### src/rtl/fifo_read_arbiter.sv
// Round-robin arbiter sharing one registered-read FIFO port between NUM_REQ consumers.
// Each grant issues a burst of up to BURST_LEN reads, then a one-cycle drain for the last word.
module fifo_read_arbiter #(
    parameter int unsigned NUM_REQ   = 2,
    parameter int unsigned WIDTH     = 8,
    parameter int unsigned BURST_LEN = 4
) (
    input  logic               clk,
    input  logic               rst_n,
    input  logic [NUM_REQ-1:0] req_i,
    output logic [NUM_REQ-1:0] gnt_o,
    output logic [NUM_REQ-1:0] valid_o,
    output logic [WIDTH-1:0]   data_o,
    output logic               busy_o,
    output logic               fifo_rd_en_o,
    input  logic               fifo_empty_i,
    input  logic [WIDTH-1:0]   fifo_data_i
);

    localparam int unsigned OW = (NUM_REQ > 1) ? $clog2(NUM_REQ) : 1;
    localparam int unsigned CW = $clog2(BURST_LEN + 1);
    localparam logic [OW-1:0] LastReq  = OW'(NUM_REQ - 1);
    localparam logic [CW-1:0] BurstMax = CW'(BURST_LEN);

    typedef enum logic [1:0] {StIdle, StBurst, StDrain} state_e;

    state_e             state_q, state_d;
    logic [OW-1:0]      ptr_q, ptr_d;
    logic [OW-1:0]      owner_q, owner_d;
    logic [CW-1:0]      cnt_q, cnt_d;
    logic [NUM_REQ-1:0] valid_q, valid_d;

    logic               pick_found;
    logic [OW-1:0]      pick_idx;
    logic [OW-1:0]      cand;
    logic               owner_req;
    logic               rd_en;

    assign owner_req = req_i[owner_q];

    // First requester at or after ptr, wrapping around.
    always_comb begin
        pick_found = 1'b0;
        pick_idx   = '0;
        cand       = '0;
        for (int i = 0; i < int'(NUM_REQ); i++) begin
            cand = OW'((int'(ptr_q) + i) % int'(NUM_REQ));
            if (!pick_found && req_i[cand]) begin
                pick_found = 1'b1;
                pick_idx   = cand;
            end
        end
    end

    always_ff @(posedge clk or negedge rst_n) begin
        if (!rst_n) begin
            state_q <= StIdle;
        end else begin
            state_q <= state_d;
        end
    end

    always_comb begin
        state_d = state_q;
        ptr_d   = ptr_q;
        owner_d = owner_q;
        cnt_d   = cnt_q;
        valid_d = '0;
        if (rd_en) begin
            valid_d[owner_q] = 1'b1;
        end
        unique case (state_q)
            StIdle: begin
                if (pick_found) begin
                    owner_d = pick_idx;
                    cnt_d   = '0;
                    state_d = StBurst;
                end
            end
            StBurst: begin
                if (rd_en) begin
                    cnt_d = cnt_q + CW'(1);
                end
                if (!owner_req) begin
                    state_d = StDrain;
                end else if (rd_en && (cnt_q + CW'(1) == BurstMax)) begin
                    state_d = StDrain;
                end else if (fifo_empty_i && (cnt_q != '0)) begin
                    // An empty FIFO before the first read keeps waiting instead.
                    state_d = StDrain;
                end
            end
            StDrain: begin
                state_d = StIdle;
                ptr_d   = (owner_q == LastReq) ? '0 : owner_q + OW'(1);
            end
            default: state_d = StIdle;
        endcase
    end

    always_comb begin
        gnt_o  = '0;
        busy_o = (state_q != StIdle);
        rd_en  = (state_q == StBurst) && owner_req && !fifo_empty_i && (cnt_q < BurstMax);
        if (state_q != StIdle) begin
            gnt_o[owner_q] = 1'b1;
        end
    end

    always_ff @(posedge clk or negedge rst_n) begin
        if (!rst_n) begin
            ptr_q   <= '0;
            owner_q <= '0;
            cnt_q   <= '0;
            valid_q <= '0;
        end else begin
            ptr_q   <= ptr_d;
            owner_q <= owner_d;
            cnt_q   <= cnt_d;
            valid_q <= valid_d;
        end
    end

    assign fifo_rd_en_o = rd_en;
    assign valid_o      = valid_q;
    assign data_o       = fifo_data_i;

endmodule

### config.mk
export PLATFORM = sky130hd
export DESIGN_NAME = fifo_read_arbiter
export DESIGN_NICKNAME = d
export VERILOG_FILES = /design/src/rtl/fifo_read_arbiter.sv
export SDC_FILE = /design/constraint.sdc
export NUM_CORES = 1
export LEC_CHECK = 0
export BUFFER_PORTS_ARGS = -buffer_cell sky130_fd_sc_hd__clkbuf_2
export CAP_MARGIN = 20
export CELL_PAD_IN_SITES_DETAIL_PLACEMENT = 0
export CELL_PAD_IN_SITES_GLOBAL_PLACEMENT = 1
export CORE_MARGIN = 2
export CORE_UTILIZATION = 31
export CTS_BUF_LIST = sky130_fd_sc_hd__clkbuf_16
export DETAILED_ROUTE_END_ITERATION = 8
export GPL_ROUTABILITY_DRIVEN = 0
export PLACE_DENSITY_LB_ADDON = 0.1
export RECOVER_POWER = 100
export SYNTH_ARGS = -nofsm -noshare
export SYNTH_HDL_FRONTEND = slang
export SYNTH_SLANG_ARGS = --single-unit
### constraint.sdc
create_clock -name clk -period 1.9 [get_ports clk]
set_clock_uncertainty 0.15 [all_clocks]
set_input_delay 0.19 -clock clk [delete_from_list [all_inputs] [get_ports clk]]
set_output_delay 0.19 -clock clk [all_outputs]
set_load 0.02 [all_outputs]
Word level (Yosys, flattened, before mapping)
Index checks and enable logic that the tools add are counted.
- bits in registers: 9
- input port bits: 13
- output and inout bits: 14
- word-level logic and storage cells: 58
- add/sub/neg operators: 3
- $lt $le $gt $ge: 5
- equal/unequal tests: 6
- mux-type cells: 23
- reductions and logical operators: 16
- operator list (operator ; number):
    1-bit 2-to-1 mux ; 12
    2-bit 2-to-1 mux ; 6
    1-bit logical AND ; 7
    1-bit by 2-bit less-than comparator with 1-bit output, second input constant ; 3
    3-bit 2-to-1 mux ; 2
    3-bit one-hot mux with 2 select lines ; 1
    2-bit != test, second input constant ; 2
    4-bit != test, second input constant ; 1
    2-bit one-hot mux with 2 select lines ; 1
    2-bit AND reduction ; 2
    2-bit nonzero test ; 2
    3-bit by 1-bit adder with 3-bit output, second input constant ; 1
    3-bit == test, second input constant ; 1
    3-bit less-than comparator, second input constant ; 1
    3-bit AND reduction ; 1
    3-bit nonzero test ; 1
    1-bit adder, second input constant ; 2
    2-bit by 1-bit == test with 1-bit output, second input constant ; 1
    2-bit == test, second input constant ; 1
    1-bit zero test ; 2
    2-bit zero test ; 1
    1-bit demux with 1-bit select ; 1
    1-bit >= comparator, second input constant ; 1

Logic depth before layout (Yosys ltp)
- word-level depth: 9
- mapped depth: 5
- depth with buffers taken out: 5

Least setup slack after synthesis
Ideal clock, no wire load.
- path type: register to register
- start: register cnt_q[0]
- end: register state_q[0]
- library setup time: 79 ps
- arrival time: 1314 ps
- required time: 1671 ps
- path slack: 357 ps
- cell stages (with the launch flop): 5
- buffers on the path: 0
- clock period less this slack: 1543 ps
- cell sequence: dfrtp_1 > ha_1 > nor4bb_1 > a2111oi_0 > o21bai_1
- longest elaborated chain between the ends: 6
- elaborated cells between the ends (all ways): 12
- classes of those cells: 1 x add/sub; 1 x order compare; 2 x eq/ne; 3 x mux; 5 x reduce/logical
- RTL lines (what ; line ; source):
    start: declaration ; 30 ; logic [CW-1:0] cnt_q, cnt_d;
    start signal: assignment ; 119 ; cnt_q <= cnt_d;
    3-bit by 1-bit adder with 3-bit output or 3-bit less-than comparator (tied branches) ; 86, 104 ;
    3-bit == test or 1-bit logical AND (tied branches) ; 86, 104 ;
    1-bit logical AND ; 86 ; end else if (rd_en && (cnt_q + CW'(1) == BurstMax)) begin
    2-bit 2-to-1 mux ; 86 ;
    2-bit 2-to-1 mux ; 84 ; if (!owner_req) begin
    2-bit one-hot mux with 2 select lines ; 72 ; unique case (state_q)
    end signal: assignment ; 57 ; state_q <= StIdle;
    end signal: assignment ; 59 ; state_q <= state_d;
    end: declaration ; 27 ; state_e state_q, state_d;
Several ways; a longest one is shown, not always the timed one.
A chain may end at the register's enable or synchronous reset.

Worst setup path in the final report
- start: register owner_q
- end: output fifo_rd_en_o
- longest elaborated chain between the ends: 5
- RTL lines (what ; line ; source):
    start: declaration ; 29 ; logic [OW-1:0] owner_q, owner_d;
    start signal: assignment ; 118 ; owner_q <= owner_d;
    1-bit 2-to-1 mux (implied by the code) (2 in series) ; 39 ; assign owner_req = req_i[owner_q];
    1-bit logical AND (3 in series) ; 104 ; rd_en = (state_q == StBurst) && owner_req && !fifo_empty_i && (cnt_q < BurstMax);
    end: declaration ; 15 ; output logic fifo_rd_en_o,
Every way passes these cells. The select of a mux whose other input is x is not followed.

==> results.md <==
- Status: complete, no violations
- Critical path, cell by cell: mux2i_1 -> nor4_4 -> clkbuf_2
- Antenna violations before repair: 0
- Routed vias: 372
- Antenna fix cells: 0
- Root buf cell: clkbuf_16
- Met2 Usage GRT: 0.191
- Max-slew violation count: 0
- IO Pins: 27
- Seq/Total Area, Yosys: 0.426
- Slowest stage cell, crit path: dfrtp_1
- Placeable Area: 0.00156 sq mm
- GR peak layer: met2
- DRT Wirelength: 1.14 mm
- Total track usage: 0.131
- Hold slack final: 15.0 ps
- Total grt overflow: 0
- RSZ-0062 raised after global routing: no
- Nets: 76
- Power Density: 1640 mW/mm^2
- DP Worst Slack: 189 ps
- Final WS setup: 119 ps
- Fmax: 562 MHz
- Critical Path RT: 1560 ps
- Clock buffer depth: 2
- Max stage delay on crit path: 440 ps
- Cell Area, Synth: 529 sq um
- Syn Area/Cell: 10.4 sq um
- Core Util, Final: 0.402
- CP endpoint kind: output pin
- Endpoints failing setup: 0
- Worst-margin pin slew: 531 ps
- Global Route met1 Usage: 0.161
- CTS resizes: 0
- Die H: 45.3 um
- Yosys reg bits: 9
- Final Hold Viols: 0
- Distinct cells, synth: 19
- Final std cells w/o fill: 75
- Lkg Pwr: 0.287 nW
- Startpoint class of the critical path: register
- Maxcap violations: 0
- CP Data Arrival Time: 1440 ps
- Fraction of layout instances using a drive strength above 1: 0.220
- Detail-routed via count per cell: 4.96
- Power, Total: 1.03 mW
- Core Rows: 14
- PortBufs: 10
- Layout area overhead: 18.4%
- Initial Util: 0.339
- Inserted Clock Buffers: 3
- Pin count of the biggest net entering global routing: 10
- Dpl cells: 69
- Max IR drop VDD: 653 uV
- Clock slew at reported path FFs: 40 ps
- # DRC: 0
- Chip Width: 45.3 um
- Initial drt markers: 3
- Worst-Skew Late Latency: 240 ps
- CTS tree: built
- H-Tree Depth: 1
- Fillers: 151
- Fin crit share: 0.937
- Minimum clock period: 1780 ps
- Rel. slew slack: 0.637
- Post-route ant nets: 0
- Commonest non-fill, non-tap cell in the layout: dfrtp_1
- Min-Delay Path Class: primary input to register
- Kind of critical path: register to output pin
- Iteration count of the initial detailed-routing pass: 4
- Vias in the first global route: 355
- Hpwl dp: 864 um
- DIE AREA: 0.00205 sq mm
- Synthesized instance count: 51
- Met3 usage: 0.0520
- Area after DPL: 539 sq um
- Yosys warning total: 0
- Setup TNS: 0 ps
- CP Max Fanout: 7
- Synth Net Count: 67
- Clk sink count: 9
- Commonest non-fill, non-tap cells in the layout: dfrtp_1, clkbuf_1, o21ai_0, clkbuf_2
- Routed len/inst: 15.1 um
- First-pass GRT wire length: 1.85 mm
- Post-route design area: 627 sq um
## worst max-delay path, delay by kind of cell, from the launching register on
family / cells / cell delay, ps
and+or+nand+nor: 1 / 330
muxes: 1 / 220
buffers and inverters: 1 / 220
DFF: 1 / 440
## cells by family (layout without fill, tap and decap cells)
kind of cell               count (synthesis)  count (layout)  share of synthesized area
buffers and inverters                     12              20                      0.142
and+or+nand+nor                           13              13                      0.184
muxes                                      3               3                     0.0567
adders and majority gates                  3               3                     0.0709
AOI/OAI and AO/OA                         11              11                      0.121
DFF                                        9               9                      0.426
## state kept, by name, summed over array words and instances (netlist names)
signal	cells
cnt_q	3
valid_o	2
ptr_q	1
state_q	2
owner_q	1
## cell usage after synthesis, drive strengths merged
| cell | count | share of area |
|---|---|---|
| mux2i | 3 | 0.057 |
| nor2 | 4 | 0.028 |
| nand3 | 1 | 0.0094 |
| ha | 3 | 0.071 |
| inv | 4 | 0.028 |
| a21oi | 3 | 0.028 |
| dfrtp | 9 | 0.43 |
| buf | 8 | 0.11 |
| or4b | 1 | 0.019 |
| a2111oi | 1 | 0.017 |
| o31ai | 1 | 0.014 |
| nand2b | 2 | 0.024 |
| o21bai | 1 | 0.014 |
| nor4bb | 1 | 0.019 |
| o21ai | 5 | 0.047 |
| and2 | 2 | 0.028 |
| and2b | 1 | 0.017 |
| nor4 | 1 | 0.040 |
## cell type report
class                      instances  area [sq um]  area share
sequential                         9           225       0.359
tap                               16          20.0      0.0319
clock buffer                       3          75.1       0.120
timing repair buffer              12          57.6      0.0918
multi-input combinational         30           229       0.365
clock inverter                     1          5.00     0.00798
inverter                           4          15.0      0.0240
## path summary, 6_finish.rpt
kind                                 startpoint                      to  slack (ps)  cells after the start
setup reg to reg           cnt_q[0]$_DFFE_PN0P_  state_q[0]$_DFFE_PN0P_         220                      4
hold / removal                         req_i[0]     owner_q$_DFFE_PN0P_          10                      2
min in group asynchronous                 rst_n     owner_q$_DFFE_PN0P_         300                      2
max in group asynchronous                 rst_n       ptr_q$_DFFE_PN0N_         950                      2
hold reg to reg               ptr_q$_DFFE_PN0N_       ptr_q$_DFFE_PN0N_         350                      2
setup / recovery            owner_q$_DFFE_PN0P_            fifo_rd_en_o         120                      3
## routing by layer
layer,part of all wire,vias up,wire length [um]
li1,-,184,-
met1,0.44,168,494
met2,0.47,20,528
met3,0.099,0,112
met4,0,0,0
met5,0,-,0
## where the power goes
part           internal, mW  switching (mW)  total (mW)
registers             0.253          0.0609       0.314
logic                 0.122           0.221       0.343
clock network         0.278          0.0957       0.373
total                 0.653           0.378        1.03
## timing repair
item,in CTS,in global routing
hold endpoints to repair,9,0
endpoints found under the setup margin,1,0
setup buffers,1,0
hold buffers,1,0
No activity file was read; power rests on OpenSTA's default activity.
